===== src/rtl/blit_pkg.sv =====
// Shared types and constants for the blitter-side pattern path.
//   pattern_cmd_t : rectangle command. Fields are held at 16 bits so the same
//                   type serves any width/height parameterisation up to 16 bits.
//   WORD_BYTES    : bytes per pattern memory word.
//   PIX_PER_WORD  : 1-bpp pixels packed in one memory word.
package blit_pkg;

    localparam int unsigned WORD_BYTES   = 4;
    localparam int unsigned PIX_PER_WORD = 32;

    typedef struct packed {
        logic [15:0] addr;
        logic [15:0] width;
        logic [15:0] height;
        logic [15:0] stride;
    } pattern_cmd_t;

endpackage


===== src/rtl/pattern_word_fifo.sv =====
// Two-entry FIFO of pattern memory words.
//   clock, resetn : clock and asynchronous active-low reset (empties the FIFO)
//   push, wdata   : write a word; ignored when full unless a pop happens too
//   pop           : drop the head word; ignored when empty
//   rdata         : head word (meaningful when count != 0)
//   count         : number of stored words, 0..2
module pattern_word_fifo
    import blit_pkg::*;
(
    input  logic                    clock,
    input  logic                    resetn,
    input  logic                    push,
    input  logic [PIX_PER_WORD-1:0] wdata,
    input  logic                    pop,
    output logic [PIX_PER_WORD-1:0] rdata,
    output logic [1:0]              count
);

    logic [PIX_PER_WORD-1:0] mem_q [2];
    logic                    wr_ptr_q;
    logic                    rd_ptr_q;
    logic [1:0]              count_q;
    logic                    do_push;
    logic                    do_pop;

    assign do_pop  = pop && (count_q != 2'd0);
    assign do_push = push && ((count_q != 2'd2) || do_pop);
    assign rdata   = mem_q[rd_ptr_q];
    assign count   = count_q;

    always_ff @(posedge clock or negedge resetn) begin
        if (!resetn) begin
            mem_q[0] <= '0;
            mem_q[1] <= '0;
            wr_ptr_q <= 1'b0;
            rd_ptr_q <= 1'b0;
            count_q  <= 2'd0;
        end else begin
            if (do_push) begin
                mem_q[wr_ptr_q] <= wdata;
                wr_ptr_q        <= ~wr_ptr_q;
            end
            if (do_pop) begin
                rd_ptr_q <= ~rd_ptr_q;
            end
            count_q <= count_q + 2'(do_push) - 2'(do_pop);
        end
    end

endmodule


===== src/rtl/pattern_fetch.sv =====
// Pattern read engine for the blitter.
// Accepts a rectangle command, reads 32-bit pattern words row by row and
// unpacks them LSB first into a 1-bpp pixel stream with row/frame markers.
//   clock, resetn             : clock, asynchronous active-low reset
//   cmd_*                     : command handshake and fields (addr/stride bits [1:0] ignored)
//   mem_request/addr/ack/rdata: read port, response exactly one cycle after request
//   mem_write/byte_enable/wdata: tied off (read-only client)
//   pix_valid/ready/data/eol/eof: pixel stream
//   busy                      : command in progress
//   done                      : one-cycle completion pulse
module pattern_fetch
    import blit_pkg::*;
#(
    parameter int unsigned MAX_W_BITS = 11,
    parameter int unsigned MAX_H_BITS = 10
) (
    input  logic                  clock,
    input  logic                  resetn,
    input  logic                  cmd_valid,
    output logic                  cmd_ready,
    input  logic [15:0]           cmd_addr,
    input  logic [MAX_W_BITS-1:0] cmd_width,
    input  logic [MAX_H_BITS-1:0] cmd_height,
    input  logic [15:0]           cmd_stride,
    output logic                  mem_request,
    output logic [15:0]           mem_addr,
    output logic                  mem_write,
    output logic [3:0]            mem_byte_enable,
    output logic [31:0]           mem_wdata,
    input  logic [31:0]           mem_rdata,
    input  logic                  mem_ack,
    output logic                  pix_valid,
    input  logic                  pix_ready,
    output logic                  pix_data,
    output logic                  pix_eol,
    output logic                  pix_eof,
    output logic                  busy,
    output logic                  done
);

    typedef enum logic [1:0] {StIdle, StRun, StFinish} state_e;

    state_e       state_q, state_d;
    pattern_cmd_t cmd_in;

    logic [15:0] width_q, width_d, height_q, height_d, stride_q, stride_d;
    logic [15:0] wpr_q, wpr_d;
    logic [15:0] row_base_q, row_base_d, word_idx_q, word_idx_d, req_row_q, req_row_d;
    logic        req_active_q, req_active_d, outstanding_q, outstanding_d;
    logic [4:0]  bit_idx_q, bit_idx_d;
    logic [15:0] pix_col_q, pix_col_d, pix_row_q, pix_row_d;

    logic [1:0]  fifo_count;
    logic [31:0] fifo_head;
    logic        fifo_push, fifo_pop;
    logic        run, pix_fire, last_word, last_row, degenerate;

    assign cmd_in = '{addr: cmd_addr, width: 16'(cmd_width), height: 16'(cmd_height),
                      stride: cmd_stride};

    assign mem_write       = 1'b0;
    assign mem_byte_enable = 4'hF;
    assign mem_wdata       = 32'h0;

    assign run       = (state_q == StRun);
    assign cmd_ready = (state_q == StIdle);
    assign busy      = !cmd_ready;
    assign done      = (state_q == StFinish);

    // Buffered plus in-flight words never exceed the two FIFO slots.
    assign mem_request = run && req_active_q && ((3'(fifo_count) + 3'(outstanding_q)) < 3'd2);
    assign mem_addr    = row_base_q + 16'(word_idx_q * WORD_BYTES);
    // Acks without a matching request (e.g. across reset) are dropped.
    assign fifo_push   = mem_ack && outstanding_q;

    assign pix_valid = run && (fifo_count != 2'd0);
    assign pix_data  = fifo_head[bit_idx_q];
    assign pix_eol   = pix_valid && (pix_col_q == width_q - 16'd1);
    assign pix_eof   = pix_eol && (pix_row_q == height_q - 16'd1);
    assign pix_fire  = pix_valid && pix_ready;
    // A row's tail bits are discarded by popping its last word at end of row.
    assign fifo_pop  = pix_fire && (pix_eol || (bit_idx_q == 5'(PIX_PER_WORD - 1)));

    assign last_word  = (word_idx_q == wpr_q - 16'd1);
    assign last_row   = (req_row_q == height_q - 16'd1);
    assign degenerate = (cmd_in.width == 16'd0) || (cmd_in.height == 16'd0);

    pattern_word_fifo u_fifo (
        .clock (clock),
        .resetn(resetn),
        .push  (fifo_push),
        .wdata (mem_rdata),
        .pop   (fifo_pop),
        .rdata (fifo_head),
        .count (fifo_count)
    );

    always_comb begin
        state_d       = state_q;
        width_d       = width_q;
        height_d      = height_q;
        stride_d      = stride_q;
        wpr_d         = wpr_q;
        row_base_d    = row_base_q;
        word_idx_d    = word_idx_q;
        req_row_d     = req_row_q;
        req_active_d  = req_active_q;
        bit_idx_d     = bit_idx_q;
        pix_col_d     = pix_col_q;
        pix_row_d     = pix_row_q;
        outstanding_d = mem_request ? 1'b1 : (mem_ack ? 1'b0 : outstanding_q);

        case (state_q)
            StIdle: begin
                if (cmd_valid) begin
                    width_d      = cmd_in.width;
                    height_d     = cmd_in.height;
                    stride_d     = cmd_in.stride;
                    wpr_d        = 16'((32'(cmd_in.width) + PIX_PER_WORD - 1) / PIX_PER_WORD);
                    row_base_d   = cmd_in.addr & 16'hFFFC;
                    word_idx_d   = 16'd0;
                    req_row_d    = 16'd0;
                    bit_idx_d    = 5'd0;
                    pix_col_d    = 16'd0;
                    pix_row_d    = 16'd0;
                    req_active_d = !degenerate;
                    state_d      = degenerate ? StFinish : StRun;
                end
            end
            StRun: begin
                if (mem_request) begin
                    if (last_word) begin
                        word_idx_d = 16'd0;
                        row_base_d = row_base_q + (stride_q & 16'hFFFC);
                        req_row_d  = req_row_q + 16'd1;
                        if (last_row) begin
                            req_active_d = 1'b0;
                        end
                    end else begin
                        word_idx_d = word_idx_q + 16'd1;
                    end
                end
                if (pix_fire) begin
                    if (pix_eol) begin
                        bit_idx_d = 5'd0;
                        pix_col_d = 16'd0;
                        pix_row_d = pix_row_q + 16'd1;
                    end else begin
                        bit_idx_d = bit_idx_q + 5'd1;
                        pix_col_d = pix_col_q + 16'd1;
                    end
                    if (pix_eof) begin
                        state_d = StFinish;
                    end
                end
            end
            StFinish: state_d = StIdle;
            default:  state_d = StIdle;
        endcase
    end

    always_ff @(posedge clock or negedge resetn) begin
        if (!resetn) begin
            state_q       <= StIdle;
            width_q       <= 16'd0;
            height_q      <= 16'd0;
            stride_q      <= 16'd0;
            wpr_q         <= 16'd0;
            row_base_q    <= 16'd0;
            word_idx_q    <= 16'd0;
            req_row_q     <= 16'd0;
            req_active_q  <= 1'b0;
            outstanding_q <= 1'b0;
            bit_idx_q     <= 5'd0;
            pix_col_q     <= 16'd0;
            pix_row_q     <= 16'd0;
        end else begin
            state_q       <= state_d;
            width_q       <= width_d;
            height_q      <= height_d;
            stride_q      <= stride_d;
            wpr_q         <= wpr_d;
            row_base_q    <= row_base_d;
            word_idx_q    <= word_idx_d;
            req_row_q     <= req_row_d;
            req_active_q  <= req_active_d;
            outstanding_q <= outstanding_d;
            bit_idx_q     <= bit_idx_d;
            pix_col_q     <= pix_col_d;
            pix_row_q     <= pix_row_d;
        end
    end

endmodule


===== config.mk =====
export PLATFORM = sky130hd
export DESIGN_NAME = pattern_fetch
export DESIGN_NICKNAME = d
export VERILOG_FILES = /design/src/rtl/blit_pkg.sv /design/src/rtl/pattern_word_fifo.sv /design/src/rtl/pattern_fetch.sv
export SDC_FILE = /design/constraint.sdc
export NUM_CORES = 1
export LEC_CHECK = 0
export CORE_ASPECT_RATIO = 0.75
export CORE_MARGIN = 4
export CORE_UTILIZATION = 57
export DETAILED_ROUTE_END_ITERATION = 10
export GPL_ROUTABILITY_DRIVEN = 1
export PLACE_DENSITY = 0.82
export SLEW_MARGIN = 15
export SYNTH_ARGS = -nofsm -noshare
export SYNTH_HDL_FRONTEND = slang
export SYNTH_SLANG_ARGS = --single-unit

===== constraint.sdc =====
create_clock -name clock -period 4.53 [get_ports clock]
set_clock_uncertainty 0.15 [all_clocks]
set_input_delay 0.453 -clock clock [delete_from_list [all_inputs] [get_ports clock]]
set_output_delay 0.453 -clock clock [all_outputs]
set_load 0.02 [all_outputs]

==> impl_metrics.xml, run 1 <==
<?xml version="1.0" encoding="UTF-8"?>
<metrics>
  <group name="critical_path">
    <metric name="cp_cell_sequence" unit="">inv_1, ha_1, nor4b_4, nand2_1, or4_4, nand2_1, and4_1, nor4b_1, clkdlybuf4s50_1</metric>
    <metric name="regToRegSetupSlack" unit="ps">760</metric>
    <metric name="crit_path_top_delay_cell" unit="">sky130_fd_sc_hd__clkdlybuf4s50_1</metric>
    <metric name="crit_path_launch" unit="">width_q[0]</metric>
    <metric name="setup.worst_path.start_class" unit="">flop</metric>
    <metric name="worstPathMaxFanout" unit="">6</metric>
    <metric name="beginning_of_the_worst_register_to_register_path" unit="">wpr_q[2]</metric>
    <metric name="critical_path_arrival" unit="ps">3750</metric>
    <metric name="timing.critical_path.to_type" unit="">output pin</metric>
    <metric name="cp.required" unit="ps">3930</metric>
    <metric name="max_stage_delay" unit="ps">690</metric>
    <metric name="destination_of_the_worst_register_to_register_timing_path" unit="">req_row_q[6]</metric>
    <metric name="path_class" unit="">flop to output pin</metric>
    <metric name="reg2regPathDepth" unit="">11</metric>
    <metric name="path_common_cell" unit="">sky130_fd_sc_hd__nand2_1</metric>
  </group>
  <group name="global_route">
    <metric name="pin_count_of_the_biggest_net_entering_global_routing" unit="">125</metric>
    <metric name="groute.layer.met2.usage" unit="%">39.3</metric>
    <metric name="grt.busiest_layer" unit="">met2</metric>
    <metric name="grt_util_met3" unit="%">5.50</metric>
    <metric name="grt_remaining_overflow" unit="">0</metric>
    <metric name="global_route.usage.total" unit="%">24.9</metric>
    <metric name="via_count_of_the_first_global_routing_pass" unit="">9335</metric>
    <metric name="global_route.usage.met1" unit="%">35.2</metric>
    <metric name="antenna_found_initial" unit="">1</metric>
    <metric name="first_pass_grt_wire_length" unit="mm">47.4</metric>
  </group>
  <group name="logic_synthesis">
    <metric name="ys_warn_count" unit="">0</metric>
    <metric name="yosysSeqAreaShare" unit="%">41.2</metric>
    <metric name="postSynth.asyncResetShare" unit="%">100</metric>
    <metric name="yosys_most_used_dff" unit="">sky130_fd_sc_hd__dfrtp_1</metric>
    <metric name="syn-cell-area" unit="mm^2">0.0120</metric>
    <metric name="synth.distinct_cells" unit="">71</metric>
    <metric name="synth_enable_flop_cells" unit="">0</metric>
    <metric name="post_synthesis_cells" unit="">1254</metric>
    <metric name="synth.avg_cell_area" unit="um^2">9.54</metric>
    <metric name="ys_ff_latch" unit="">197</metric>
  </group>
  <group name="cells_and_area">
    <metric name="final_cell_mix" unit="">197 x sky130_fd_sc_hd__dfrtp_1, 188 x sky130_fd_sc_hd__nand2_1, 106 x sky130_fd_sc_hd__clkdlybuf4s50_1</metric>
    <metric name="layout_commonest_cell" unit="">sky130_fd_sc_hd__dfrtp_1</metric>
    <metric name="final_core_util" unit="%">67.4</metric>
    <metric name="antenna_diode_instance_count" unit="">0</metric>
    <metric name="fin_nets" unit="">1471</metric>
    <metric name="design_area" unit="mm^2">0.0138</metric>
    <metric name="drive_above_1_share" unit="%">10.4</metric>
    <metric name="area.growth.synth_to_final" unit="%">15.0</metric>
    <metric name="layout.cells.non_filler" unit="">1636</metric>
  </group>
  <group name="run_status">
    <metric name="outcome" unit="">complete, but fails checks</metric>
    <metric name="violated_checks" unit="">negative hold slack</metric>
  </group>
  <group name="routing">
    <metric name="routedWlPerCell" unit="um">18.0</metric>
    <metric name="vias" unit="">9717</metric>
    <metric name="detail-route-antenna-nets" unit="">0</metric>
    <metric name="drt_iter0_drc" unit="">837</metric>
    <metric name="post-route-drc-count" unit="">0</metric>
    <metric name="drt-vias-per-instance" unit="">5.94</metric>
    <metric name="firstDrtPassIters" unit="">5</metric>
    <metric name="routed_wirelength" unit="mm">29.5</metric>
  </group>
  <group name="placement">
    <metric name="placed_area" unit="mm^2">0.0132</metric>
    <metric name="placement.setup.worst_slack" unit="ps">393</metric>
    <metric name="dp_hpwl" unit="mm">20.8</metric>
    <metric name="numPlacedInstances" unit="">1604</metric>
    <metric name="buffer_ports.inserted" unit="">107</metric>
    <metric name="place.gp.congestion" unit="">0.922</metric>
  </group>
  <group name="timing">
    <metric name="slew_headroom" unit="%">19.1</metric>
    <metric name="timing.final.crit_period" unit="ps">4350</metric>
    <metric name="slack_of_the_critical_path" unit="ps">177</metric>
    <metric name="min_period_over_period" unit="%">96.1</metric>
    <metric name="slew_viol_final" unit="">0</metric>
    <metric name="setup_tns" unit="ps">0</metric>
    <metric name="worstMarginPinSlew" unit="ps">1210</metric>
    <metric name="rsz_0062_raised_after_global_routing" unit="">false</metric>
    <metric name="final.hold.worst_slack" unit="ps">-67.7</metric>
    <metric name="final_number_of_hold_violating_endpoints" unit="">16</metric>
    <metric name="report.final.setup_viol" unit="">0</metric>
    <metric name="max_clock_freq" unit="MHz">230</metric>
  </group>
  <group name="die">
    <metric name="die_y" unit="um">133</metric>
    <metric name="initial_core_util" unit="%">58.6</metric>
    <metric name="design.die.area" unit="mm^2">0.0234</metric>
    <metric name="top_level_ports" unit="">151</metric>
    <metric name="placementRows" unit="">45</metric>
    <metric name="floorplan.core_area" unit="mm^2">0.0204</metric>
    <metric name="chipWidth" unit="um">175</metric>
  </group>
  <group name="clocking">
    <metric name="tritoncts_num_sinks" unit="">197</metric>
    <metric name="cts_inserted_buffers" unit="">17</metric>
    <metric name="ctsHoldBuffers" unit="">0</metric>
    <metric name="cts_max_level" unit="">4</metric>
    <metric name="cts.reportedPaths.clkPinSlew" unit="ps">70</metric>
    <metric name="tritoncts" unit="">built</metric>
    <metric name="clk_root_buf" unit="">sky130_fd_sc_hd__clkbuf_16</metric>
    <metric name="clockBufferDepth" unit="">2</metric>
    <metric name="worst_skew_pair.late_latency" unit="ps">450</metric>
  </group>
  <group name="pwr">
    <metric name="vdd.ir_drop.worst" unit="mV">0.346</metric>
    <metric name="cellPowerDensity" unit="mW/mm^2">626</metric>
    <metric name="power.static_leakage" unit="nW">6.07</metric>
    <metric name="power" unit="mW">8.61</metric>
  </group>
  <group name="job">
    <metric name="cap_violations" unit="">0</metric>
  </group>
  <group name="min_path">
    <metric name="hold_path.class" unit="">primary input to asynchronous set/reset pin</metric>
  </group>
</metrics>
power by group:
group	internal [mW]	switching [mW]	leakage, nW
clock network	0.792	0.750	0.289
logic	1.85	2.24	3.27
registers	2.36	0.616	2.51
total	5.01	3.60	6.07
flip-flops by register name (all words and copies together), names as in the netlist, 11 cells and up:
signal and count:
pix_col_q 16, pix_row_q 16, req_row_q 16, row_base_q 14
stride_q 14, u_fifo.mem_q 64, width_q 11, word_idx_q 16
logic make-up (layout without fill, tap and decap cells):
logic type	count (synthesis)	in the layout	synth area share, %
AND/OR/NAND/NOR	460	460	19.0
AO/OA/AOI/OAI	237	237	12.9
flip-flops	197	197	41.2
buffers and inverters	134	197	5.73
multiplexers	99	99	10.2
XOR/XNOR	85	85	6.57
adder cells (fa/ha/maj)	40	40	4.31
other	2	39	0.0628
cell usage after synthesis (24+ instances only):
library cell | number | area share [%]
sky130_fd_sc_hd__dfrtp_1 | 197 | 41
sky130_fd_sc_hd__nor2_1 | 58 | 1.8
sky130_fd_sc_hd__buf_4 | 42 | 2.6
sky130_fd_sc_hd__nand3_1 | 40 | 1.7
sky130_fd_sc_hd__clkbuf_1 | 39 | 1.2
sky130_fd_sc_hd__nand2_1 | 189 | 5.9
sky130_fd_sc_hd__xor2_1 | 31 | 2.3
sky130_fd_sc_hd__xnor2_1 | 51 | 3.7
sky130_fd_sc_hd__ha_1 | 38 | 4.0
sky130_fd_sc_hd__o21ai_0 | 64 | 2.7
sky130_fd_sc_hd__nor3_1 | 25 | 1.0
sky130_fd_sc_hd__mux2_2 | 63 | 5.9
sky130_fd_sc_hd__inv_1 | 41 | 1.3
sky130_fd_sc_hd__a21oi_1 | 58 | 2.4
sky130_fd_sc_hd__nand2b_1 | 24 | 1.3
critical path, delay by kind of cell, from the launching register on:
| family | cells | cell delay, ps |
|---|---|---|
| adder cells (fa/ha/maj) | 1 | 280 |
| flip-flops | 1 | 440 |
| buffers and inverters | 2 | 790 |
| AND/OR/NAND/NOR | 6 | 1810 |
how the worst max path moves through the flow:
stage	end	slack, ps	depth (start not counted)
after floorplan	req_row_q[1]	1060	13
after global placement	pix_eof	510	7
after detailed placement	pix_eof	390	7
after CTS	pix_eof	180	9
after global routing	pix_eof	30	7
final	pix_eof	180	9
what timing repair did:
action | 4_1_cts | 5_1_grt
resized for setup | 1 | 0
endpoints found under the setup margin | 1 | 0
hold endpoints to repair | 0 | 0
buffers inserted | 0 | 0
cell type report:
class / instances / area (um^2)
multi-input combinational: 960 / 6510
timing repair buffer: 123 / 1220
clock inverter: 13 / 163
tap: 282 / 353
fill: 1567 / 6670
clock buffer: 19 / 433
sequential: 197 / 4930
inverter: 42 / 158
metal layers:
metal / wire length (um) / share of wire, %
met2: 13500 / 46
met3: 2250 / 7.6
met1: 13100 / 45
met5: 13 / 0.044
met4: 601 / 2.0
Power figures use the tool's default switching activity.
==> run 2, diff against run 1 <==
--- a/config.mk
+++ b/config.mk
@@ -5,12 +5,14 @@
 export SDC_FILE = /design/constraint.sdc
 export NUM_CORES = 1
 export LEC_CHECK = 0
+export ABC_AREA = 1
 export CORE_ASPECT_RATIO = 0.75
 export CORE_MARGIN = 4
 export CORE_UTILIZATION = 57
 export DETAILED_ROUTE_END_ITERATION = 10
 export GPL_ROUTABILITY_DRIVEN = 1
-export PLACE_DENSITY = 0.82
+export PLACE_DENSITY = 0.81
+export SKIP_LAST_GASP = 1
 export SLEW_MARGIN = 15
 export SYNTH_ARGS = -nofsm -noshare
 export SYNTH_HDL_FRONTEND = slang
==> impl_metrics.xml, run 2 <==
<?xml version="1.0" encoding="UTF-8"?>
<metrics>
  <group name="run_status">
    <metric name="outcome" unit="">complete, but fails checks</metric>
    <metric name="violated_checks" unit="">negative hold slack</metric>
  </group>
  <group name="global_route">
    <metric name="global_route.usage.total" unit="%">27.3</metric>
    <metric name="first_pass_grt_wire_length" unit="mm">55.8</metric>
    <metric name="grt_remaining_overflow" unit="">0</metric>
    <metric name="via_count_of_the_first_global_routing_pass" unit="">11100</metric>
    <metric name="antenna_found_initial" unit="">0</metric>
    <metric name="pin_count_of_the_biggest_net_entering_global_routing" unit="">120</metric>
  </group>
  <group name="routing">
    <metric name="routedWlPerCell" unit="um">16.3</metric>
    <metric name="vias" unit="">11900</metric>
    <metric name="post-route-drc-count" unit="">0</metric>
    <metric name="firstDrtPassIters" unit="">8</metric>
    <metric name="drt_iter0_drc" unit="">977</metric>
    <metric name="routed_wirelength" unit="mm">33.8</metric>
    <metric name="detail-route-antenna-nets" unit="">0</metric>
    <metric name="drt-vias-per-instance" unit="">5.74</metric>
  </group>
  <group name="logic_synthesis">
    <metric name="netlist.top_cell.by_area" unit="">sky130_fd_sc_hd__dfrtp_1</metric>
    <metric name="ys_ff_latch" unit="">197</metric>
    <metric name="synth.distinct_cells" unit="">52</metric>
    <metric name="ys_warn_count" unit="">0</metric>
    <metric name="yosysTopAreaCellShare" unit="%">38.5</metric>
    <metric name="synth.avg_cell_area" unit="um^2">7.53</metric>
    <metric name="syn-cell-area" unit="mm^2">0.0128</metric>
    <metric name="post_synthesis_cells" unit="">1699</metric>
    <metric name="netlist_top_cells_area" unit="">sky130_fd_sc_hd__dfrtp_1 39%, sky130_fd_sc_hd__nand2_1 13%, sky130_fd_sc_hd__nand4_1 5.1%</metric>
    <metric name="most_frequent_cells_after_synthesis" unit="">458 x sky130_fd_sc_hd__nand2_1, 197 x sky130_fd_sc_hd__dfrtp_1, 149 x sky130_fd_sc_hd__inv_1</metric>
    <metric name="postSynth.asyncResetShare" unit="%">100</metric>
    <metric name="synth_enable_flop_cells" unit="">0</metric>
    <metric name="synth_most_common_cell" unit="">sky130_fd_sc_hd__nand2_1</metric>
    <metric name="yosysSeqAreaShare" unit="%">38.5</metric>
    <metric name="yosys_most_used_dff" unit="">sky130_fd_sc_hd__dfrtp_1</metric>
  </group>
  <group name="cells_and_area">
    <metric name="drive_above_1_share" unit="%">4.94</metric>
    <metric name="fill_cells" unit="">1850</metric>
    <metric name="fin_nets" unit="">1900</metric>
    <metric name="layout_commonest_cell" unit="">sky130_fd_sc_hd__nand2_1</metric>
    <metric name="top_register" unit="">u_fifo.mem_q</metric>
    <metric name="largest_register_ff_count" unit="">64</metric>
    <metric name="final_cell_mix" unit="">458 x sky130_fd_sc_hd__nand2_1, 197 x sky130_fd_sc_hd__dfrtp_1, 148 x sky130_fd_sc_hd__inv_1</metric>
    <metric name="antenna_diode_instance_count" unit="">0</metric>
    <metric name="layout.cells.non_filler" unit="">2077</metric>
    <metric name="area.growth.synth_to_final" unit="%">12.7</metric>
  </group>
  <group name="timing">
    <metric name="slew_headroom" unit="%">35.6</metric>
    <metric name="rsz_0062_raised_after_global_routing" unit="">false</metric>
    <metric name="final.hold.worst_slack" unit="ps">-23.9</metric>
    <metric name="slack_of_the_critical_path" unit="ps">403</metric>
    <metric name="timing.final.crit_period" unit="ps">4130</metric>
    <metric name="worstMarginPinSlew" unit="ps">966</metric>
    <metric name="report.final.setup_viol" unit="">0</metric>
    <metric name="slew_viol_final" unit="">0</metric>
    <metric name="setup_tns" unit="ps">0</metric>
    <metric name="min_period_over_period" unit="%">91.1</metric>
    <metric name="max_clock_freq" unit="MHz">242</metric>
    <metric name="final_number_of_hold_violating_endpoints" unit="">10</metric>
  </group>
  <group name="clocking">
    <metric name="ctsHoldBuffers" unit="">0</metric>
    <metric name="post_cts_resize_count" unit="">0</metric>
    <metric name="tritoncts_num_sinks" unit="">197</metric>
    <metric name="worst_skew_pair.late_latency" unit="ps">450</metric>
    <metric name="cts_max_level" unit="">4</metric>
    <metric name="clockBufferDepth" unit="">2</metric>
    <metric name="post-cts-setup-buffer-count" unit="">0</metric>
    <metric name="cts.reportedPaths.clkPinSlew" unit="ps">80</metric>
    <metric name="clk_root_buf" unit="">sky130_fd_sc_hd__clkbuf_16</metric>
    <metric name="tritoncts" unit="">built</metric>
    <metric name="cts_inserted_buffers" unit="">17</metric>
  </group>
  <group name="die">
    <metric name="placementRows" unit="">47</metric>
    <metric name="design.die.area" unit="mm^2">0.0249</metric>
    <metric name="initial_core_util" unit="%">58.0</metric>
    <metric name="die_y" unit="um">138</metric>
    <metric name="chipWidth" unit="um">181</metric>
    <metric name="top_level_ports" unit="">151</metric>
    <metric name="floorplan.core_area" unit="mm^2">0.0221</metric>
  </group>
  <group name="min_path">
    <metric name="hold_path.class" unit="">primary input to asynchronous set/reset pin</metric>
  </group>
  <group name="critical_path">
    <metric name="cp.required" unit="ps">3930</metric>
    <metric name="critical_path_arrival" unit="ps">3520</metric>
    <metric name="worstPathMaxFanout" unit="">8</metric>
    <metric name="timing.critical_path.to_type" unit="">output pin</metric>
    <metric name="path_class" unit="">flop to output pin</metric>
    <metric name="beginning_of_the_worst_register_to_register_path" unit="">width_q[0]</metric>
    <metric name="regToRegSetupSlack" unit="ps">940</metric>
    <metric name="reg2regPathDepth" unit="">15</metric>
    <metric name="setup.worst_path.start_class" unit="">flop</metric>
    <metric name="destination_of_the_worst_register_to_register_timing_path" unit="">u_fifo.mem_q[29]</metric>
  </group>
  <group name="pwr">
    <metric name="vdd.ir_drop.worst" unit="mV">0.314</metric>
    <metric name="power.static_leakage" unit="nW">6.90</metric>
    <metric name="cellPowerDensity" unit="mW/mm^2">460</metric>
  </group>
  <group name="placement">
    <metric name="dp_hpwl" unit="mm">24.4</metric>
    <metric name="numPlacedInstances" unit="">2045</metric>
    <metric name="buffer_ports.inserted" unit="">107</metric>
    <metric name="placement.setup.worst_slack" unit="ps">903</metric>
    <metric name="place.gp.congestion" unit="">0.947</metric>
  </group>
  <group name="job">
    <metric name="cap_violations" unit="">0</metric>
  </group>
</metrics>
==> run 2: cell count changes after synthesis, moves of 33 or more <==
cell	delta
sky130_fd_sc_hd__inv_1	+108
sky130_fd_sc_hd__mux2_2	-63
sky130_fd_sc_hd__nand2_1	+269
sky130_fd_sc_hd__nand3_1	+53
sky130_fd_sc_hd__nand4_1	+90
sky130_fd_sc_hd__nor2_1	+84
sky130_fd_sc_hd__o21ai_0	+53
sky130_fd_sc_hd__xor2_1	+33
==> run 2: worst max-delay path by stage <==
| stage | start | end | slack (ps) |
|---|---|---|---|
| after detailed placement | width_q[0] | pix_eof | 900 |
| after global routing | width_q[0] | pix_eof | 60 |
| after floorplan | width_q[0] | pix_eof | 1780 |
| final | width_q[0] | pix_eof | 400 |
| after global placement | width_q[0] | pix_eof | 990 |
| after CTS | width_q[0] | pix_eof | 400 |
==> run 2: worst max-delay path, stage by stage (launching register included) <==
cell and delay [ps]:
sky130_fd_sc_hd__dfrtp_1 420, sky130_fd_sc_hd__inv_1 130, sky130_fd_sc_hd__ha_1 250, sky130_fd_sc_hd__nand2_1 150, sky130_fd_sc_hd__nor2_2 190, sky130_fd_sc_hd__nand2_1 80, sky130_fd_sc_hd__nand3_1 120, sky130_fd_sc_hd__nand3_1 130
sky130_fd_sc_hd__nor2_4 150, sky130_fd_sc_hd__nand3_4 150, sky130_fd_sc_hd__a21oi_1 150, sky130_fd_sc_hd__o21ai_0 110, sky130_fd_sc_hd__nor3_1 350, sky130_fd_sc_hd__clkdlybuf4s50_1 690
==> run 2: final cells by class <==
| cell class | instances | area, um^2 | share of cell area, % |
|---|---|---|---|
| Sequential cell | 197 | 4930 | 34.2 |
| Multi-Input combinational cell | 1277 | 6750 | 46.8 |
| Inverter | 155 | 582 | 4.03 |
| Clock inverter | 12 | 135 | 0.937 |
| Clock buffer | 20 | 457 | 3.17 |
| Timing Repair Buffer | 122 | 1200 | 8.32 |
| Tap cell | 294 | 368 | 2.55 |
==> run 2: logic make-up (layout without fill, tap and decap cells) <==
family                     Yosys count  in the layout  synth area share [%]
AOI/OAI and AO/OA                  238            238                  11.0
buffers and inverters              262            309                  9.93
xor gates and xnor gates            85             85                  5.88
and+or+nand+nor                    875            875                  30.5
adders and majority gates           40             40                  4.03
DFF                                197            197                  38.5
other                                2             39                0.0587
==> run 2: per-stage QoR <==
stage / area, um^2 / power (mW) / utilization, % / hold slack, ps
2_1_floorplan: 12900 / 4.40 / - / 7.41
3_3_place_gp: 13800 / 4.97 / 62.7 / 298
3_5_place_dp: 13800 / 5.07 / 62.7 / 304
4_1_cts: 14400 / 6.62 / 65.4 / 52.8
5_1_grt: 14400 / 7.06 / 65.4 / 73.7
6_report: 14400 / 6.64 / 65.4 / -23.9
==> run 2: layer usage <==
metal	vias up	global-route usage, %	routed length (um)
li1	5719	-	-
met1	5622	39.8	15200
met2	532	42.0	15100
met3	55	4.91	2760
met4	0	8.29	726
met5	-	0	0
==> run 2: power breakdown <==
part,total (mW),switching (mW),internal [mW]
logic,2.53,1.63,0.903
registers,2.57,0.384,2.18
clock network,1.54,0.730,0.811
total,6.64,2.74,3.90
